### config.mk
export PLATFORM = sky130hd
export DESIGN_NAME = alu_operand_entry
export DESIGN_NICKNAME = d
export VERILOG_FILES = /design/src/rtl/alu_entry_pkg.sv /design/src/rtl/btn_debounce.sv /design/src/rtl/alu_operand_entry.sv
export SDC_FILE = /design/constraint.sdc
export NUM_CORES = 1
export LEC_CHECK = 0
export CAP_MARGIN = 25
export CORE_MARGIN = 2
export CORE_UTILIZATION = 47
export DETAILED_ROUTE_END_ITERATION = 8
export PLACE_DENSITY = 0.75
export SLEW_MARGIN = 20
export SYNTH_ARGS = -nofsm -noshare
export SYNTH_HDL_FRONTEND = slang
export SYNTH_HIERARCHICAL = 1
export SYNTH_SLANG_ARGS = --single-unit
### constraint.sdc
create_clock -name clk -period 1.4 [get_ports clk]
set_input_delay 0.28 -clock clk [delete_from_list [all_inputs] [get_ports clk]]
set_output_delay 0.28 -clock clk [all_outputs]
set_load 0.02 [all_outputs]
### src/rtl/alu_entry_pkg.sv
// Shared definitions for the ALU operand entry block: FSM states, stage
// width and the default debounce length.
package alu_entry_pkg;

  localparam int STAGE_W                 = 2;
  localparam int DEFAULT_DEBOUNCE_CYCLES = 4;

  typedef enum logic [STAGE_W-1:0] {
    ENTER_A  = 2'd0,
    ENTER_B  = 2'd1,
    ENTER_OP = 2'd2,
    READY    = 2'd3
  } state_t;

  // Counter width able to hold 0..n-1, never narrower than one bit.
  function automatic int cnt_width(input int n);
    return (n > 1) ? $clog2(n) : 1;
  endfunction

endpackage

### src/rtl/btn_debounce.sv
// Raw button conditioning: 2-flop synchronizer, run-length debouncer and
// a registered one-cycle pulse on each accepted 0->1 transition.
module btn_debounce
  import alu_entry_pkg::*;
#(
  parameter int DEBOUNCE_CYCLES = DEFAULT_DEBOUNCE_CYCLES
) (
  input  logic clk,
  input  logic rst_n,
  input  logic raw,
  output logic press
);

  localparam int               CNT_W    = cnt_width(DEBOUNCE_CYCLES);
  localparam logic [CNT_W-1:0] CNT_LAST = CNT_W'(DEBOUNCE_CYCLES - 1);
  localparam logic [CNT_W-1:0] CNT_ZERO = CNT_W'(0);
  localparam logic [CNT_W-1:0] CNT_ONE  = CNT_W'(1);

  logic             r_sync1;
  logic             r_sync2;
  logic             r_level;
  logic             r_press;
  logic [CNT_W-1:0] r_cnt;

  logic             w_differ;
  logic             w_accept;
  logic [CNT_W-1:0] w_cnt_next;

  // Acceptance needs DEBOUNCE_CYCLES consecutive differing samples.
  always_comb begin
    w_differ   = (r_sync2 != r_level);
    w_accept   = 1'b0;
    w_cnt_next = CNT_ZERO;
    if (!w_differ) begin
      w_cnt_next = CNT_ZERO;
    end else if (r_cnt == CNT_LAST) begin
      w_accept   = 1'b1;
      w_cnt_next = CNT_ZERO;
    end else begin
      w_cnt_next = r_cnt + CNT_ONE;
    end
  end

  always_ff @(posedge clk) begin
    if (!rst_n) begin
      r_sync1 <= 1'b0;
      r_sync2 <= 1'b0;
      r_level <= 1'b0;
      r_cnt   <= CNT_ZERO;
      r_press <= 1'b0;
    end else begin
      r_sync1 <= raw;
      r_sync2 <= r_sync1;
      r_cnt   <= w_cnt_next;
      if (w_accept) begin
        r_level <= r_sync2;
      end else begin
        r_level <= r_level;
      end
      r_press <= w_accept & r_sync2;
    end
  end

  assign press = r_press;

endmodule

### src/rtl/alu_operand_entry.sv
// Operand entry front-end for a switch-driven ALU: collects A, B and the op
// code through debounced enter/clear buttons and flags when all are present.
module alu_operand_entry
  import alu_entry_pkg::*;
#(
  parameter int DEBOUNCE_CYCLES = DEFAULT_DEBOUNCE_CYCLES
) (
  input  logic               clk,
  input  logic               rst_n,
  input  logic [3:0]         sw,
  input  logic               btn_enter,
  input  logic               btn_clear,
  output logic [3:0]         A,
  output logic [3:0]         B,
  output logic [2:0]         op,
  output logic               valid,
  output logic [STAGE_W-1:0] stage,
  output logic               ack
);

  state_t     r_state;
  logic [3:0] r_a;
  logic [3:0] r_b;
  logic [2:0] r_op;
  logic       r_valid;
  logic       r_ack;

  state_t     w_state_next;
  logic [3:0] w_a_next;
  logic [3:0] w_b_next;
  logic [2:0] w_op_next;
  logic       w_ack_next;
  logic       w_enter_press;
  logic       w_clear_press;

  btn_debounce #(
    .DEBOUNCE_CYCLES(DEBOUNCE_CYCLES)
  ) u_enter_db (
    .clk  (clk),
    .rst_n(rst_n),
    .raw  (btn_enter),
    .press(w_enter_press)
  );

  btn_debounce #(
    .DEBOUNCE_CYCLES(DEBOUNCE_CYCLES)
  ) u_clear_db (
    .clk  (clk),
    .rst_n(rst_n),
    .raw  (btn_clear),
    .press(w_clear_press)
  );

  // Next state and capture values; a clear press overrides a coincident enter.
  always_comb begin
    w_state_next = r_state;
    w_a_next     = r_a;
    w_b_next     = r_b;
    w_op_next    = r_op;
    w_ack_next   = 1'b0;
    if (w_clear_press) begin
      w_state_next = ENTER_A;
      w_a_next     = 4'd0;
      w_b_next     = 4'd0;
      w_op_next    = 3'd0;
      w_ack_next   = 1'b1;
    end else if (w_enter_press) begin
      w_ack_next = 1'b1;
      case (r_state)
        ENTER_A: begin
          w_a_next     = sw;
          w_state_next = ENTER_B;
        end
        ENTER_B: begin
          w_b_next     = sw;
          w_state_next = ENTER_OP;
        end
        ENTER_OP: begin
          w_op_next    = sw[2:0];
          w_state_next = READY;
        end
        READY: begin
          w_a_next     = sw;
          w_state_next = ENTER_B;
        end
        default: begin
          w_state_next = ENTER_A;
        end
      endcase
    end else begin
      w_ack_next = 1'b0;
    end
  end

  always_ff @(posedge clk) begin
    if (!rst_n) begin
      r_state <= ENTER_A;
    end else begin
      r_state <= w_state_next;
    end
  end

  // Operand registers plus valid/ack, all updated alongside the state.
  always_ff @(posedge clk) begin
    if (!rst_n) begin
      r_a     <= 4'd0;
      r_b     <= 4'd0;
      r_op    <= 3'd0;
      r_valid <= 1'b0;
      r_ack   <= 1'b0;
    end else begin
      r_a     <= w_a_next;
      r_b     <= w_b_next;
      r_op    <= w_op_next;
      r_valid <= (w_state_next == READY);
      r_ack   <= w_ack_next;
    end
  end

  assign A     = r_a;
  assign B     = r_b;
  assign op    = r_op;
  assign valid = r_valid;
  assign stage = r_state;
  assign ack   = r_ack;

endmodule

==> run metrics, run 1 <==
FF+latch count, synth 27; io pins 23; Arr. time, crit path 1.56 ns; CTS H-Tree Depth 1; status finished, final reports clean; DR DRC count 0; ANT nets after route 0; Max Clock Skew 0.006957 ns; Rows 16; chip width 50.12 um; Max clock buf depth 2; CP Launch Type flip-flop; Slew Viols, Final 0; Rel. slew slack 0.7957; 1st-iter DRT viols 7; Top delay family on crit path flip-flops; CP cell instances inv_1 > ha_1 > mux2_4 > nor4_4; Clock Sinks 27; Final Power 1.152 mW; largest net degree at the start of global routing 15; Fin Setup TNS 0 ns; Pwr Density 906.0 nW/um^2; ant diodes 0; area grow syn2layout 27.16%; Starting Density 0.5044; Slew @ Worst Pin 0.3055 ns; crit end category flip-flop; hpwl dp 1.362 mm; Critical Path RT 1.63 ns; Yosys top cell area share 0.5407; WL final 1.768 mm; Skew-Pair Late Insertion Delay 0.31 ns; final hold vios 0; drt first pass iters 4; via-per-instance ratio 5.068; met1 WL 727 um; Met3 Wirelength 75 um; port bufs 22; Crit-path slowest cell dfxtp_1; CTS tree built; Max Freq 0.7535 GHz; fin crit share 0.9479; Ys Warns 6; RSZ-0062 raised after global routing false; kind of critical path flip-flop to flip-flop; share of cells above drive strength 1 0.1157; Placer Congestion 0.7624; Final min period 1.327 ns; full die area 2512 sq um; Synth async-reset ratio 0; Max Cap Viol 0; hold slack 0.4441 ns; synth top area cells dfxtp_1 (54%), a21oi_1 (5.5%), nand3_1 (5.5%), ha_1 (5.0%), nand2_1 (4.9%); Seq/Total Area, Yosys 0.5407; routed len/inst 11.95 um; core box area 1982 sq um; CP Max Fanout 6; Num CTS Buffers 3; commonest cells in the netlist dfxtp_1 (27), nand2_1 (13), a21oi_1 (11), nand3_1 (11); maximum VDD drop 0.5730 mV; Die Y 50.12 um; Top Metal Used met4; Root Driver clkbuf_4; number of global-route vias before repair 706; Final setup viols 0; first-pass GRT wire length 2.980 mm; Hold Buf Count CTS 0; most common cell in the synthesized netlist dfxtp_1; final core occ 0.6414; CP bufs+invs 1; leading area contributor after synthesis dfxtp_1; Post-Syn Nets 107; ys flop type dfxtp_1; Final nets 134; netlist area before placement 999.7 sq um; Leak 0.5140 nW; global route overflow 0; Post-synth EDFFs 0; Post-Syn Instances 95; Post-Syn Area per Cell 10.52 sq um; vias 750; post-synth cell types 22; max incr delay on CP 0.41 ns; gr usage total 0.1561; initial antenna violation count 0; Hold Crit Class flip-flop to flip-flop; clock-pin slew on the worst setup and hold paths 0.13 ns; metal2 WL 940 um
==> worst paths after layout <==
check        depth (start not counted)             endpoint  slack (ns)                 from
max                                  4                valid        0.07             stage[0]
min                                  1  u_enter_db/r_cnt[0]        0.44  u_enter_db/r_cnt[0]
max reg2reg                          4                valid        0.07             stage[0]
min reg2reg                          1  u_enter_db/r_cnt[0]        0.44  u_enter_db/r_cnt[0]
==> through the flow <==
| step | cells | cell area, sq um | setup WS, ns |
|---|---|---|---|
| floorplan | 95 | 999.7 | 0.04560 |
| global placement | 144 | 1262 | 0.03403 |
| detailed placement | 144 | 1262 | -0.02704 |
| CTS | 148 | 1270 | 0.04802 |
| global route | 148 | 1271 | 0.01582 |
| finish | 148 | 1271 | 0.07292 |
==> where the power goes <==
group	switching [mW]	total (mW)	internal [mW]
combinational	0.0215	0.0550	0.0336
clock	0.207	0.318	0.111
sequential	0.00356	0.779	0.775
total	0.232	1.15	0.920
==> cell usage in the layout, fill, tap and decap left out, types with 3 or more instances in the layout <==
master	count
dfxtp_1	27
dlygate4sd2_1	14
nand2_1	13
nand3_1	11
a21oi_1	11
clkdlybuf4s50_1	7
ha_1	4
and2_1	4
clkbuf_4	3
==> cell type report <==
type / instances / area, sq um
multi-input combinational: 63 / 425.4
fill: 176 / 710.7
sequential: 27 / 540.5
timing repair buffer: 25 / 237.7
clock buffer: 4 / 26.28
tap: 27 / 33.78
inverter: 2 / 7.507
==> logic make-up (layout without fill, tap and decap cells) <==
group           after synthesis  in the layout  share of synthesized area
mux                           3              3                    0.03504
simple gates                 41             41                     0.2553
buf+inv                       5             31                    0.03379
compound gates               13             13                    0.06758
xor+xnor                      2              2                    0.01753
flops                        27             27                     0.5407
fa+ha+maj                     4              4                    0.05006
==> registers in the layout, indices dropped and copies added (netlist names) <==
name                flops
A                       4
B                       4
op                      3
stage                   2
u_clear_db/r_cnt        2
u_enter_db/r_cnt        2
ack                     1
u_clear_db/press        1
u_clear_db/r_level      1
u_clear_db/r_sync1      1
u_clear_db/r_sync2      1
u_enter_db/press        1
u_enter_db/r_level      1
u_enter_db/r_sync1      1
u_enter_db/r_sync2      1
valid                   1
==> what timing repair did <==
item / CTS / global route
buffers inserted: 0 / 0
setup endpoints to repair: 15 / 1
resized for setup: 15 / 1
gates cloned: 0 / 0
==> metal layers <==
layer,GRT usage,vias up
met5,0,-
met1,0.1559,348
li1,-,380
met3,0.02727,4
met4,0.06944,0
met2,0.3048,18
(Power assumes the default switching activity.)
==> run 2: changes to the inputs <==
--- a/config.mk
+++ b/config.mk
@@ -6,7 +6,7 @@
 export NUM_CORES = 1
 export LEC_CHECK = 0
 export CAP_MARGIN = 25
-export CORE_MARGIN = 2
+export CORE_MARGIN = 3
 export CORE_UTILIZATION = 47
 export DETAILED_ROUTE_END_ITERATION = 8
 export PLACE_DENSITY = 0.75
==> run 2 against run 1 <==
Net effect:
- sequential share of layout area barely moved
- combinational power fell by 1%
- final cell count did not move
- critical endpoint is now stage[1]
- power rose by 1.2%
- wire length fell by 1.2%
- clock skew rose by 0.0035 ns
- via count fell by 2.1%
- first-iteration DRC count fell by 43%
- worst setup slack improved by 0.0043 ns
==> run metrics, run 2 (same netlist as run 1, synthesis figures left out) <==
DP Worst Slack 0.008124 ns; Leak 0.5136 nW; Skew-Pair Late Insertion Delay 0.33 ns; Die Y 52.12 um; FF-to-FF setup slack 0.13 ns; global route overflow 0; 1st-iter DRT viols 4; area grow syn2layout 27.53%; Final min period 1.323 ns; Rel. slew slack 0.7510; Max Freq 0.7560 GHz; WL final 1.747 mm; Max clock buf depth 2; Max Clock Skew 0.01049 ns; CP Max Fanout 3; most frequent cells in the layout dfxtp_1 (26), nand2_1 (13), dlygate4sd2_1 (13); Worst R2R Path Depth 4; hold slack 0.4426 ns; met1 WL 734 um; hpwl dp 1.355 mm; Final setup viols 0; Starting Density 0.5044; number of global-route vias before repair 715; core box area 1982 sq um; first-pass GRT wire length 2.932 mm; io pins 23; Num CTS Buffers 3; full die area 2716 sq um; crit end category output port; Arr. time, crit path 1.04 ns; largest net degree at the start of global routing 16; kind of critical path flip-flop to output port; routed len/inst 11.80 um; clock-pin slew on the worst setup and hold paths 0.14 ns; Hold Crit Class flip-flop to flip-flop; maximum VDD drop 0.6984 mV; RSZ-0062 raised after global routing false; gr usage total 0.1481; fin crit share 0.9449; CTS tree built; # resized after CTS 15; Fin Setup TNS 0 ns; Top Metal Used met4; placed cell count 144; port bufs 22; Max Cap Viol 0; Critical Path RT 1.12 ns; crit path to stage[1]; Root Driver clkbuf_4; Final Power 1.165 mW; metal2 WL 857 um; Slew Viols, Final 0; via-per-instance ratio 4.959; max incr delay on CP 0.40 ns; reg2reg start stage[0]; initial antenna violation count 0; Rows 16; Slew @ Worst Pin 0.3730 ns; drt first pass iters 4; Crit-path slowest cell dfxtp_1; Layout Cells excl Fill 148; CP cell instances clkdlybuf4s15_1; Placer Congestion 0.7563; Setup Buffers After CTS 0; FF-to-FF End valid; Final nets 134; Pwr Density 913.8 nW/um^2; worst setup margin 0.07717 ns; chip width 52.12 um; Top delay family on crit path flip-flops; vias 734; status finished, final reports clean; CP Launch Type flip-flop; Hold Buf Count CTS 0; final hold vios 0; Met3 Wirelength 113 um; share of cells above drive strength 1 0.1322; CTS H-Tree Depth 1; most common cell after layout, fill and taps aside dfxtp_1; Crit. Startpoint stage[1]; WP depth 1; Clock Sinks 27; ANT nets after route 0; DR DRC count 0; ant diodes 0; CP bufs+invs 1
run 2: cell types whose count changed in the layout (fill, tap and decap cells not counted):
cell             change
clkbuf_1             -1
clkdlybuf4s15_1      +1
clkinv_2             +1
dfxtp_1              -1
dfxtp_2              +1
dlygate4sd2_1        -1
run 2: per-layer routing:
layer | global-route usage | up-vias
li1 | - | 377
met1 | 0.1581 | 333
met2 | 0.2552 | 19
met3 | 0.04011 | 5
met4 | 0.09170 | 0
met5 | 0 | -
run 2: worst min path at each step:
stage / cells after the start / start / slack (ns) / endpoint
after floorplan: 1 / rst_n / 0.40 / ack
after global placement: 1 / u_clear_db/r_cnt[0] / 0.41 / u_clear_db/r_cnt[0]
after detailed placement: 1 / u_enter_db/r_cnt[0] / 0.43 / u_enter_db/r_cnt[0]
after CTS: 1 / u_enter_db/r_cnt[0] / 0.45 / u_enter_db/r_cnt[0]
after global routing: 1 / u_clear_db/r_cnt[0] / 0.47 / u_clear_db/r_cnt[0]
final: 1 / u_enter_db/r_cnt[0] / 0.44 / u_enter_db/r_cnt[0]
run 2: layout make-up:
type	instances	area [sq um]
clock buffer	3	22.52
clock inverter	1	5.005
fill	160	706.9
inverter	2	7.507
multi-input combinational	63	425.4
sequential	27	541.8
tap	27	33.78
timing repair buffer	25	239.0
run 2: power by group:
part | total (mW) | switching [mW] | internal (mW)
registers | 0.779 | 0.00351 | 0.776
clock network | 0.332 | 0.224 | 0.107
logic | 0.0544 | 0.0209 | 0.0335
total | 1.17 | 0.249 | 0.916
run 2: metrics by stage:
| stage | utilization | instance area [sq um] |
|---|---|---|
| after floorplan | - | 999.7 |
| after global placement | 0.6370 | 1262 |
| after detailed placement | 0.6370 | 1262 |
| after CTS | 0.6414 | 1271 |
| after global routing | 0.6433 | 1275 |
| final | 0.6433 | 1275 |
==> run 3: changes to the inputs <==
--- a/config.mk
+++ b/config.mk
@@ -9,7 +9,7 @@
 export CORE_MARGIN = 3
 export CORE_UTILIZATION = 47
 export DETAILED_ROUTE_END_ITERATION = 8
-export PLACE_DENSITY = 0.75
+export PLACE_DENSITY = 0.82
 export SLEW_MARGIN = 20
 export SYNTH_ARGS = -nofsm -noshare
 export SYNTH_HDL_FRONTEND = slang
==> run 3 against run 2 <==
Net effect:
- worst setup slack better by 0.021 ns
- core utilization down 0.25 points
- highest routed layer unchanged
- first-iteration DRC count up 130%
- sequential power about the same
- clock-buffer cell count unchanged
- critical path type unchanged
- die area unchanged
- global-route usage up 1.1 points
- non-clock buffer count up 1
- fmax up 1.6%
- sequential share of layout area up 0.17 points
==> run metrics, run 3 (same netlist as run 1, synthesis figures left out) <==
DR DRC count 0; Die Y 52.12 um; Max Freq 0.7680 GHz; most frequent cells in the layout dfxtp_1 (26), dlygate4sd2_1 (15), nand2_1 (13); Slew Viols, Final 0; Setup Buffers After CTS 0; share of cells above drive strength 1 0.1393; hpwl dp 1.420 mm; FF+latch area 541.8 sq um; Arr. time, crit path 1.02 ns; io pins 23; CTS tree built; Slew @ Worst Pin 0.3406 ns; Pwr Density 910.6 nW/um^2; Starting Density 0.5044; gr usage total 0.1589; initial antenna violation count 0; global route overflow 0; Top delay family on crit path flip-flops; kind of critical path flip-flop to output port; drt first pass iters 4; Critical Path RT 1.12 ns; Hold Buf Count CTS 0; Hold Crit Class flip-flop to flip-flop; maximum VDD drop 0.9153 mV; largest net degree at the start of global routing 17; CTS H-Tree Depth 1; routed len/inst 11.93 um; Rel. slew slack 0.7722; chip width 52.12 um; Leak 0.5174 nW; CP Max Fanout 3; 1st-iter DRT viols 9; Final Power 1.156 mW; CP bufs+invs 1; Max Cap Viol 0; via-per-instance ratio 5.000; Root Driver clkbuf_4; dpl cell area 1257 sq um; status finished, final reports clean; most common cell after layout, fill and taps aside dfxtp_1; area grow syn2layout 27.03%; ant diodes 0; Clock Sinks 27; fill count 182; Final Cell Area 1270 sq um; number of global-route vias before repair 749; Max clock buf depth 2; Final setup viols 0; ANT nets after route 0; CP cell instances dlygate4sd2_1; Num CTS Buffers 3; Skew-Pair Late Insertion Delay 0.32 ns; final core occ 0.6408; Final nets 135; WL final 1.777 mm; Placer Congestion 0.7324; max incr delay on CP 0.37 ns; first-pass GRT wire length 3.056 mm; port bufs 22; Max Clock Skew 0.009061 ns; full die area 2716 sq um; final hold vios 0; Crit-path slowest cell dfxtp_1; area of the multi-input gates 425.4 sq um; RSZ-0062 raised after global routing false; fin crit share 0.9301; CP Launch Type flip-flop; Final min period 1.302 ns; clock-pin slew on the worst setup and hold paths 0.14 ns; vias 745; core box area 1982 sq um; Rows 16; crit end category output port
run 3: area by class of cell:
| class | count | share of cell area |
|---|---|---|
| clock inverters | 1 | 0.005911 |
| flip-flops and latches | 27 | 0.4266 |
| inverters | 2 | 0.005911 |
| repair buffers | 26 | 0.1823 |
| clock buffers | 3 | 0.01773 |
| multi-input cells | 63 | 0.3350 |
| well taps | 27 | 0.02660 |
run 3: what timing repair did:
item / 4_1_cts / 5_1_grt
endpoints found under the setup margin: 15 / 2
gates cloned: 0 / 0
gates resized for setup: 15 / 1
run 3: power by group:
part | leakage, nW | internal (mW) | total, mW | switching [mW]
Combinational | 0.285 | 0.0315 | 0.0516 | 0.0201
Clock | 0.0139 | 0.109 | 0.326 | 0.217
Sequential | 0.219 | 0.776 | 0.779 | 0.00364
run 3: path summary, 6_finish.rpt:
| kind | start | endpoint | slack, ns | cells after the start |
|---|---|---|---|---|
| setup reg to reg | stage[0] | valid | 0.12 | 4 |
| hold / removal | u_enter_db/r_cnt[0] | u_enter_db/r_cnt[0] | 0.45 | 1 |
| hold reg to reg | u_enter_db/r_cnt[0] | u_enter_db/r_cnt[0] | 0.45 | 1 |
| setup / recovery | stage[1] | stage[1] | 0.1 | 1 |
run 3: stage by stage:
stage,worst slack (ns),instances,TNS [ns],hold WS [ns]
floorplan,0.04560,95,0,0.3977
global placement,0.02694,145,0,0.4140
detailed placement,-0.03825,145,-0.1863,0.4268
CTS,0.03927,149,0,0.4527
global route,0.03172,149,0,0.4689
finish,0.09785,149,0,0.4451
run 3: per-layer routing:
layer / up-vias / global-route usage / wire length (um)
met5: - / 0 / 0
met4: 0 / 0.1310 / 68
met3: 6 / 0.04298 / 108
met2: 23 / 0.2741 / 931
met1: 332 / 0.1563 / 669
li1: 384 / - / -
